### config.mk
export PLATFORM = sky130hd
export DESIGN_NAME = button_event_ctrl
export DESIGN_NICKNAME = d
export VERILOG_FILES = /design/src/rtl/alarm_clk_pkg.sv /design/src/rtl/btn_sample_filter.sv /design/src/rtl/button_event_ctrl.sv
export SDC_FILE = /design/constraint.sdc
export NUM_CORES = 1
export LEC_CHECK = 0
export ABC_AREA = 1
export BUFFER_PORTS_ARGS = -buffer_cell sky130_fd_sc_hd__buf_4
export CAP_MARGIN = 0
export CORE_MARGIN = 4
export CORE_UTILIZATION = 26
export CTS_BUF_LIST = sky130_fd_sc_hd__clkbuf_16
export CTS_CLUSTER_SIZE = 10
export DETAILED_ROUTE_END_ITERATION = 7
export GPL_TIMING_DRIVEN = 0
export HOLD_SLACK_MARGIN = 0.15
export PLACE_DENSITY = 0.45
export RECOVER_POWER = 25
export SYNTH_ARGS = -nofsm -noshare
export SYNTH_HDL_FRONTEND = slang
export SYNTH_SLANG_ARGS = --single-unit
### constraint.sdc
create_clock -name clk -period 2.5 [get_ports clk]
set_clock_uncertainty 0.1 [all_clocks]
set_input_delay 0.5 -clock clk [delete_from_list [all_inputs] [get_ports clk]]
set_output_delay 0.5 -clock clk [all_outputs]
set_load 0.05 [all_outputs]
### src/rtl/alarm_clk_pkg.sv
// Shared types for the alarm clock front panel: hold-tracker states, the button event
// record, and the depth of the per-button sample filter.
package alarm_clk_pkg;

    localparam int FILT_DEPTH = 3;
    localparam int EVT_ID_W   = 8;

    typedef enum logic [1:0] {
        TRK_IDLE,
        TRK_HOLD,
        TRK_WAIT,
        TRK_REPEAT
    } trk_state_t;

    typedef struct packed {
        logic [EVT_ID_W-1:0] id;
        logic                long;
    } btn_evt_t;

endpackage

### src/rtl/btn_sample_filter.sv
// One button: two-flop synchroniser into a FILT_DEPTH-deep sample shift register loaded on
// sample_tick. The level is the AND of all samples (slow rise, immediate fall).
module btn_sample_filter
    import alarm_clk_pkg::*;
(
    input  logic clk,
    input  logic reset,
    input  logic sample_tick,
    input  logic btn_raw,
    output logic btn_level
);

    logic [1:0]            sync_q, sync_d;
    logic [FILT_DEPTH-1:0] shift_q, shift_d;

    always_comb begin
        sync_d  = {sync_q[0], btn_raw};
        shift_d = shift_q;
        if (sample_tick) begin
            shift_d = {shift_q[FILT_DEPTH-2:0], sync_q[1]};
        end
    end

    always_ff @(posedge clk or posedge reset) begin
        if (reset) begin
            sync_q  <= '0;
            shift_q <= '0;
        end else begin
            sync_q  <= sync_d;
            shift_q <= shift_d;
        end
    end

    assign btn_level = &shift_q;

endmodule

### src/rtl/button_event_ctrl.sv
// Front-panel button controller: filtered levels, press-edge pending bits, fixed-priority
// event arbiter with a valid/ready output register, and a single long-hold tracker.
// Build option: define BTN_AUTOREPEAT_EN to add periodic long events while a button is held.
module button_event_ctrl
    import alarm_clk_pkg::*;
#(
    parameter int N_BTN        = 5,
    parameter int CLK_HZ       = 100000000,
    parameter int SAMPLE_HZ    = 200,
    parameter int HOLD_TICKS   = 100,
    parameter int REPEAT_TICKS = 20
) (
    input  logic                     clk,
    input  logic                     reset,
    input  logic [N_BTN-1:0]         btn_raw,
    output logic                     evt_valid,
    output logic [$clog2(N_BTN)-1:0] evt_id,
    output logic                     evt_long,
    input  logic                     evt_ready,
    output logic [N_BTN-1:0]         btn_level
);

    localparam int ID_W     = $clog2(N_BTN);
    localparam int TICK_DIV = CLK_HZ / SAMPLE_HZ;
    localparam int PRE_W    = $clog2(TICK_DIV);
    localparam int CNT_MAX  = (HOLD_TICKS > REPEAT_TICKS) ? HOLD_TICKS : REPEAT_TICKS;
    localparam int CNT_W    = $clog2(CNT_MAX);

    logic [PRE_W-1:0] presc_q, presc_d;
    logic             sample_tick;
    logic [N_BTN-1:0] level_prev_q, level_prev_d;
    logic [N_BTN-1:0] pend_q, pend_d, pend_long_q, pend_long_d;
    logic [N_BTN-1:0] rise, clr_short, clr_long, long_set;
    logic             evt_valid_q, evt_valid_d;
    btn_evt_t         evt_q, evt_d;
    trk_state_t       trk_q, trk_d;
    logic [ID_W-1:0]  k_q, k_d;
    logic [CNT_W-1:0] cnt_q, cnt_d;
    logic             short_hit, long_hit, load, lvl_k, acc_lvl, accept_short;
    logic [ID_W-1:0]  short_idx, long_idx;
    logic             unused_id_hi;

    assign sample_tick = (presc_q == PRE_W'(TICK_DIV - 1));
    assign presc_d     = sample_tick ? '0 : presc_q + 1'b1;

    for (genvar i = 0; i < N_BTN; i++) begin : g_filt
        btn_sample_filter u_filt (
            .clk         (clk),
            .reset       (reset),
            .sample_tick (sample_tick),
            .btn_raw     (btn_raw[i]),
            .btn_level   (btn_level[i])
        );
    end

    assign level_prev_d = btn_level;
    assign rise         = btn_level & ~level_prev_q;

    // Lowest index wins inside each kind; the descending scan leaves the lowest hit last.
    always_comb begin
        short_hit = |pend_q;
        long_hit  = |pend_long_q;
        short_idx = '0;
        long_idx  = '0;
        for (int i = N_BTN - 1; i >= 0; i--) begin
            if (pend_q[i])      short_idx = ID_W'(i);
            if (pend_long_q[i]) long_idx  = ID_W'(i);
        end
    end

    always_comb begin
        load        = ~evt_valid_q | evt_ready;
        evt_valid_d = evt_valid_q;
        evt_d       = evt_q;
        clr_short   = '0;
        clr_long    = '0;
        if (load) begin
            evt_valid_d = short_hit | long_hit;
            if (long_hit) begin
                evt_d.id           = EVT_ID_W'(long_idx);
                evt_d.long         = 1'b1;
                clr_long[long_idx] = 1'b1;
            end else if (short_hit) begin
                evt_d.id             = EVT_ID_W'(short_idx);
                evt_d.long           = 1'b0;
                clr_short[short_idx] = 1'b1;
            end
        end
        // A set arriving in the same cycle as the clear keeps the bit pending.
        pend_d      = (pend_q & ~clr_short) | rise;
        pend_long_d = (pend_long_q & ~clr_long) | long_set;
    end

    always_comb begin
        trk_d        = trk_q;
        k_d          = k_q;
        cnt_d        = cnt_q;
        long_set     = '0;
        lvl_k        = 1'b0;
        acc_lvl      = 1'b0;
        accept_short = evt_valid_q & evt_ready & ~evt_q.long;
        for (int i = 0; i < N_BTN; i++) begin
            if (k_q == ID_W'(i))                  lvl_k   = btn_level[i];
            if (evt_q.id[ID_W-1:0] == ID_W'(i))   acc_lvl = btn_level[i];
        end
        case (trk_q)
            TRK_IDLE: begin
                if (accept_short && acc_lvl) begin
                    trk_d = TRK_HOLD;
                    k_d   = evt_q.id[ID_W-1:0];
                    cnt_d = '0;
                end
            end
            TRK_HOLD: begin
                if (!lvl_k) begin
                    trk_d = TRK_IDLE;
                end else if (sample_tick) begin
                    if (cnt_q == CNT_W'(HOLD_TICKS - 1)) begin
                        long_set[k_q] = 1'b1;
`ifdef BTN_AUTOREPEAT_EN
                        trk_d = TRK_REPEAT;
                        cnt_d = '0;
`else
                        trk_d = TRK_WAIT;
`endif
                    end else begin
                        cnt_d = cnt_q + 1'b1;
                    end
                end
            end
            TRK_WAIT: begin
                if (!lvl_k) trk_d = TRK_IDLE;
            end
`ifdef BTN_AUTOREPEAT_EN
            TRK_REPEAT: begin
                if (!lvl_k) begin
                    trk_d = TRK_IDLE;
                end else if (sample_tick) begin
                    if (cnt_q == CNT_W'(REPEAT_TICKS - 1)) begin
                        long_set[k_q] = 1'b1;
                        cnt_d         = '0;
                    end else begin
                        cnt_d = cnt_q + 1'b1;
                    end
                end
            end
`endif
            default: trk_d = TRK_IDLE;
        endcase
    end

    always_ff @(posedge clk or posedge reset) begin
        if (reset) begin
            presc_q      <= '0;
            level_prev_q <= '0;
            pend_q       <= '0;
            pend_long_q  <= '0;
            evt_valid_q  <= 1'b0;
            evt_q        <= '0;
            trk_q        <= TRK_IDLE;
            k_q          <= '0;
            cnt_q        <= '0;
        end else begin
            presc_q      <= presc_d;
            level_prev_q <= level_prev_d;
            pend_q       <= pend_d;
            pend_long_q  <= pend_long_d;
            evt_valid_q  <= evt_valid_d;
            evt_q        <= evt_d;
            trk_q        <= trk_d;
            k_q          <= k_d;
            cnt_q        <= cnt_d;
        end
    end

    assign evt_valid    = evt_valid_q;
    assign evt_id       = evt_q.id[ID_W-1:0];
    assign evt_long     = evt_q.long;
    assign unused_id_hi = ^evt_q.id[EVT_ID_W-1:ID_W];

endmodule

==> results_dict.tcl <==
set metrics [dict create \
    slew_headroom_pct 63.0 \
    crit_start "g_filt[0].u_filt.shift_q[1]" \
    hold_violations 0 \
    p_leak_nw 2.07 \
    coreArea_um2 13400 \
    ioPinCount 18 \
    grt_util_all_layers_pct 10.8 \
    fin_nets 478 \
    path_delay_family "simple AND/OR/NAND/NOR gates" \
    synth_top_family_by_area "simple AND/OR/NAND/NOR gates" \
    synth_compound_area_share_pct 8.07 \
    tns_ns 0 \
    slew_violations 0 \
    dp_hpwl_mm 5.66 \
    synth_ff_type "dfrtp_1" \
    power_w 0.00338 \
    critPathRequiredTime_ns 1.90 \
    antenna_left 0 \
    async_reset_ff_share_pct 100 \
    multi_input_area_um2 1400 \
    finalCriticalPeriod_ns 2.05 \
    start_kind "flip-flop" \
    syn_area_per_cell_um2 8.27 \
    nFillCells 1380 \
    dr_total_vias 2787 \
    setup_viol 0 \
    die_h_um 126 \
    tightest_slew_ns 0.552 \
    initial_utilization_pct 27.0 \
    yosysWarnings 0 \
    crit_arrival_ns 1.45 \
    rsz0062_at_grt "false" \
    wl_per_cell_um 11.9 \
    hold_start "btn_raw[2]" \
    htreeDepth 3 \
    drt_iter0_markers 215 \
    final_common_cell "nand2_1" \
    grt_pass1_vias 2758 \
    drive_gt1_share_pct 14.8 \
    max_clock_freq_ghz 0.489 \
    grt_max_degree 37 \
    synth_cell_types 35 \
    worst_ir_drop_vdd_uv 363 \
    place.gp.congestion 0.794 \
    final.period_utilization_pct 81.8 \
    totalWireLength_mm 7.73 \
    clock_latency_ns 0.34 \
    synth.area.mux_share_pct 0 \
    grt_first_pass_wirelength_mm 13.8 \
    path_clk_slew_ns 0.06 \
    root_buffer "clkbuf_16" \
    ys_seq_area_share_pct 52.6 \
    cts.repair_timing.setup_buffer_count 0 \
    grt_overflow 0 \
    end_kind "output pin" \
    yosys.area_share.simple_pct 28.0 \
    dieArea_um2 15800 \
    regArea_um2 1900 \
    synthAdderAreaFrac_pct 0.693 \
    reg2reg_from "presc_q[0]" \
    cpMostUsedCell "buf_4" \
    status "completed" \
    route.detailed.drc 0 \
    die_x_um 126 \
    cp_max_fo 4 \
    antenna_found_initial 0 \
    numCtsBuffers 9 \
    path_cells "nand2_1, nor2_1, buf_4, buf_4" \
    syn-instance-count 437 \
    clockBufferDepth 2 \
    hp-class "primary input to flip-flop" \
    drtPass1Iterations 4 \
    via_per_inst 4.29 \
    cts_sinks 76 \
    netlist_area_um2 3610 \
    antenna_cells 0 \
    cts_tree "yes" \
    p_per_area_nw_per_um2 775 \
    critical_path_buf_inv_count 2 \
    row_count 42 \
    synth-xor-area-share_pct 1.94 \
    areaGrowthSynthToFinish_pct 20.6 \
    cp_slowest_stage_delay_ns 0.36 \
    maxCapViolCount 0 \
    final_cell_mix "nand2_1 (102), dfrtp_1 (76), inv_1 (59), nor2_1 (51), nand3_1 (27)" \
    synth_fp_nets 447 \
    io_buffers 17 \
    crit_type "flip-flop to output pin" \
    slowest_stage "dfrtp_1" \
    synth_seq_cells 76 \
    synth-edff-count 0 \
]
## where the power goes
group | internal (W) | switching (W)
Sequential | 0.00130 | 0.0000787
Clock | 0.000981 | 0.000526
Combinational | 0.000151 | 0.000337
## logic make-up after synthesis
group / Yosys count
buf+inv: 75
fa+ha+maj: 2
simple gates: 221
flops: 76
compound gates: 55
xor+xnor: 8
## worst paths after layout
| path | cells after the start | end | slack (ns) |
|---|---|---|---|
| hold reg to reg | 0 | g_filt[2].u_filt.sync_q[1] | 0.25 |
| max in group asynchronous | 5 | pend_long_q[1] | 0.89 |
| setup / recovery | 4 | btn_level[0] | 0.45 |
| setup reg to reg | 7 | g_filt[4].u_filt.shift_q[2] | 0.51 |
| hold / removal | 1 | g_filt[2].u_filt.sync_q[0] | 0.19 |
| min in group asynchronous | 3 | presc_q[7] | 0.65 |
## layer usage
metal	vias up	routed length [um]	track usage, %
li1	1449	-	-
met5	-	0	0
met2	41	3280	15.3
met3	9	217	2.03
met4	0	174	5.87
met1	1288	4060	15.4
## Yosys cell counts (2+ instances only)
| library cell | count | area share, % |
|---|---|---|
| inv_2 | 6 | 0.62 |
| buf_4 | 7 | 1.5 |
| inv_1 | 59 | 6.1 |
| nand2_1 | 101 | 10 |
| nand4_1 | 10 | 1.7 |
| xor2_1 | 7 | 1.7 |
| ha_1 | 2 | 0.69 |
| nand3_4 | 2 | 0.97 |
| nor2_1 | 51 | 5.3 |
| a21oi_1 | 13 | 1.8 |
| nor2_4 | 3 | 0.94 |
| nor4_1 | 2 | 0.35 |
| o31ai_1 | 2 | 0.42 |
| nand2_2 | 3 | 0.52 |
| buf_2 | 2 | 0.28 |
| nor3_1 | 7 | 0.97 |
| o21ai_0 | 19 | 2.6 |
| nand3_1 | 27 | 3.7 |
| nor2_2 | 7 | 1.2 |
| o21ai_1 | 17 | 2.4 |
| dfrtp_1 | 76 | 53 |
## through the flow
step                area, um2  hold WS (ns)  setup WS, ns  util (%)  std cells
finish                   4360         0.187         0.454      32.5        649
global route             4360         0.176         0.261      32.5        649
floorplan                3620         0.231         0.800         -        437
global placement         3960         0.232         0.403      29.6        630
detailed placement       4000         0.235         0.512      29.9        632
CTS                      4360         0.153         0.417      32.6        649
## cell type report
cell class / count / area share, %
Multi-Input combinational cell: 286 / 32.0
Clock inverter: 7 / 2.84
Inverter: 66 / 5.74
Sequential cell: 76 / 43.6
Clock buffer: 9 / 5.17
Tap cell: 176 / 5.05
Buffer: 9 / 1.44
Timing Repair Buffer: 20 / 4.08
## registers in the layout, summed over array words and instances (netlist names)
signal and count:
level_prev_q 5, presc_q 19, pend_long_q 5, trk_q 2, evt_valid 1, g_filt.u_filt.sync_q 10
cnt_q 7, evt_long 1, k_q 3, pend_q 5, g_filt.u_filt.shift_q 15, evt_id 3
## what timing repair did
action	in CTS	in global routing
hold buffers	1	0
endpoints found under the hold margin	10	0
setup endpoints to repair	0	0
gates resized for setup	0	0
Power figures use the tool's default switching activity.
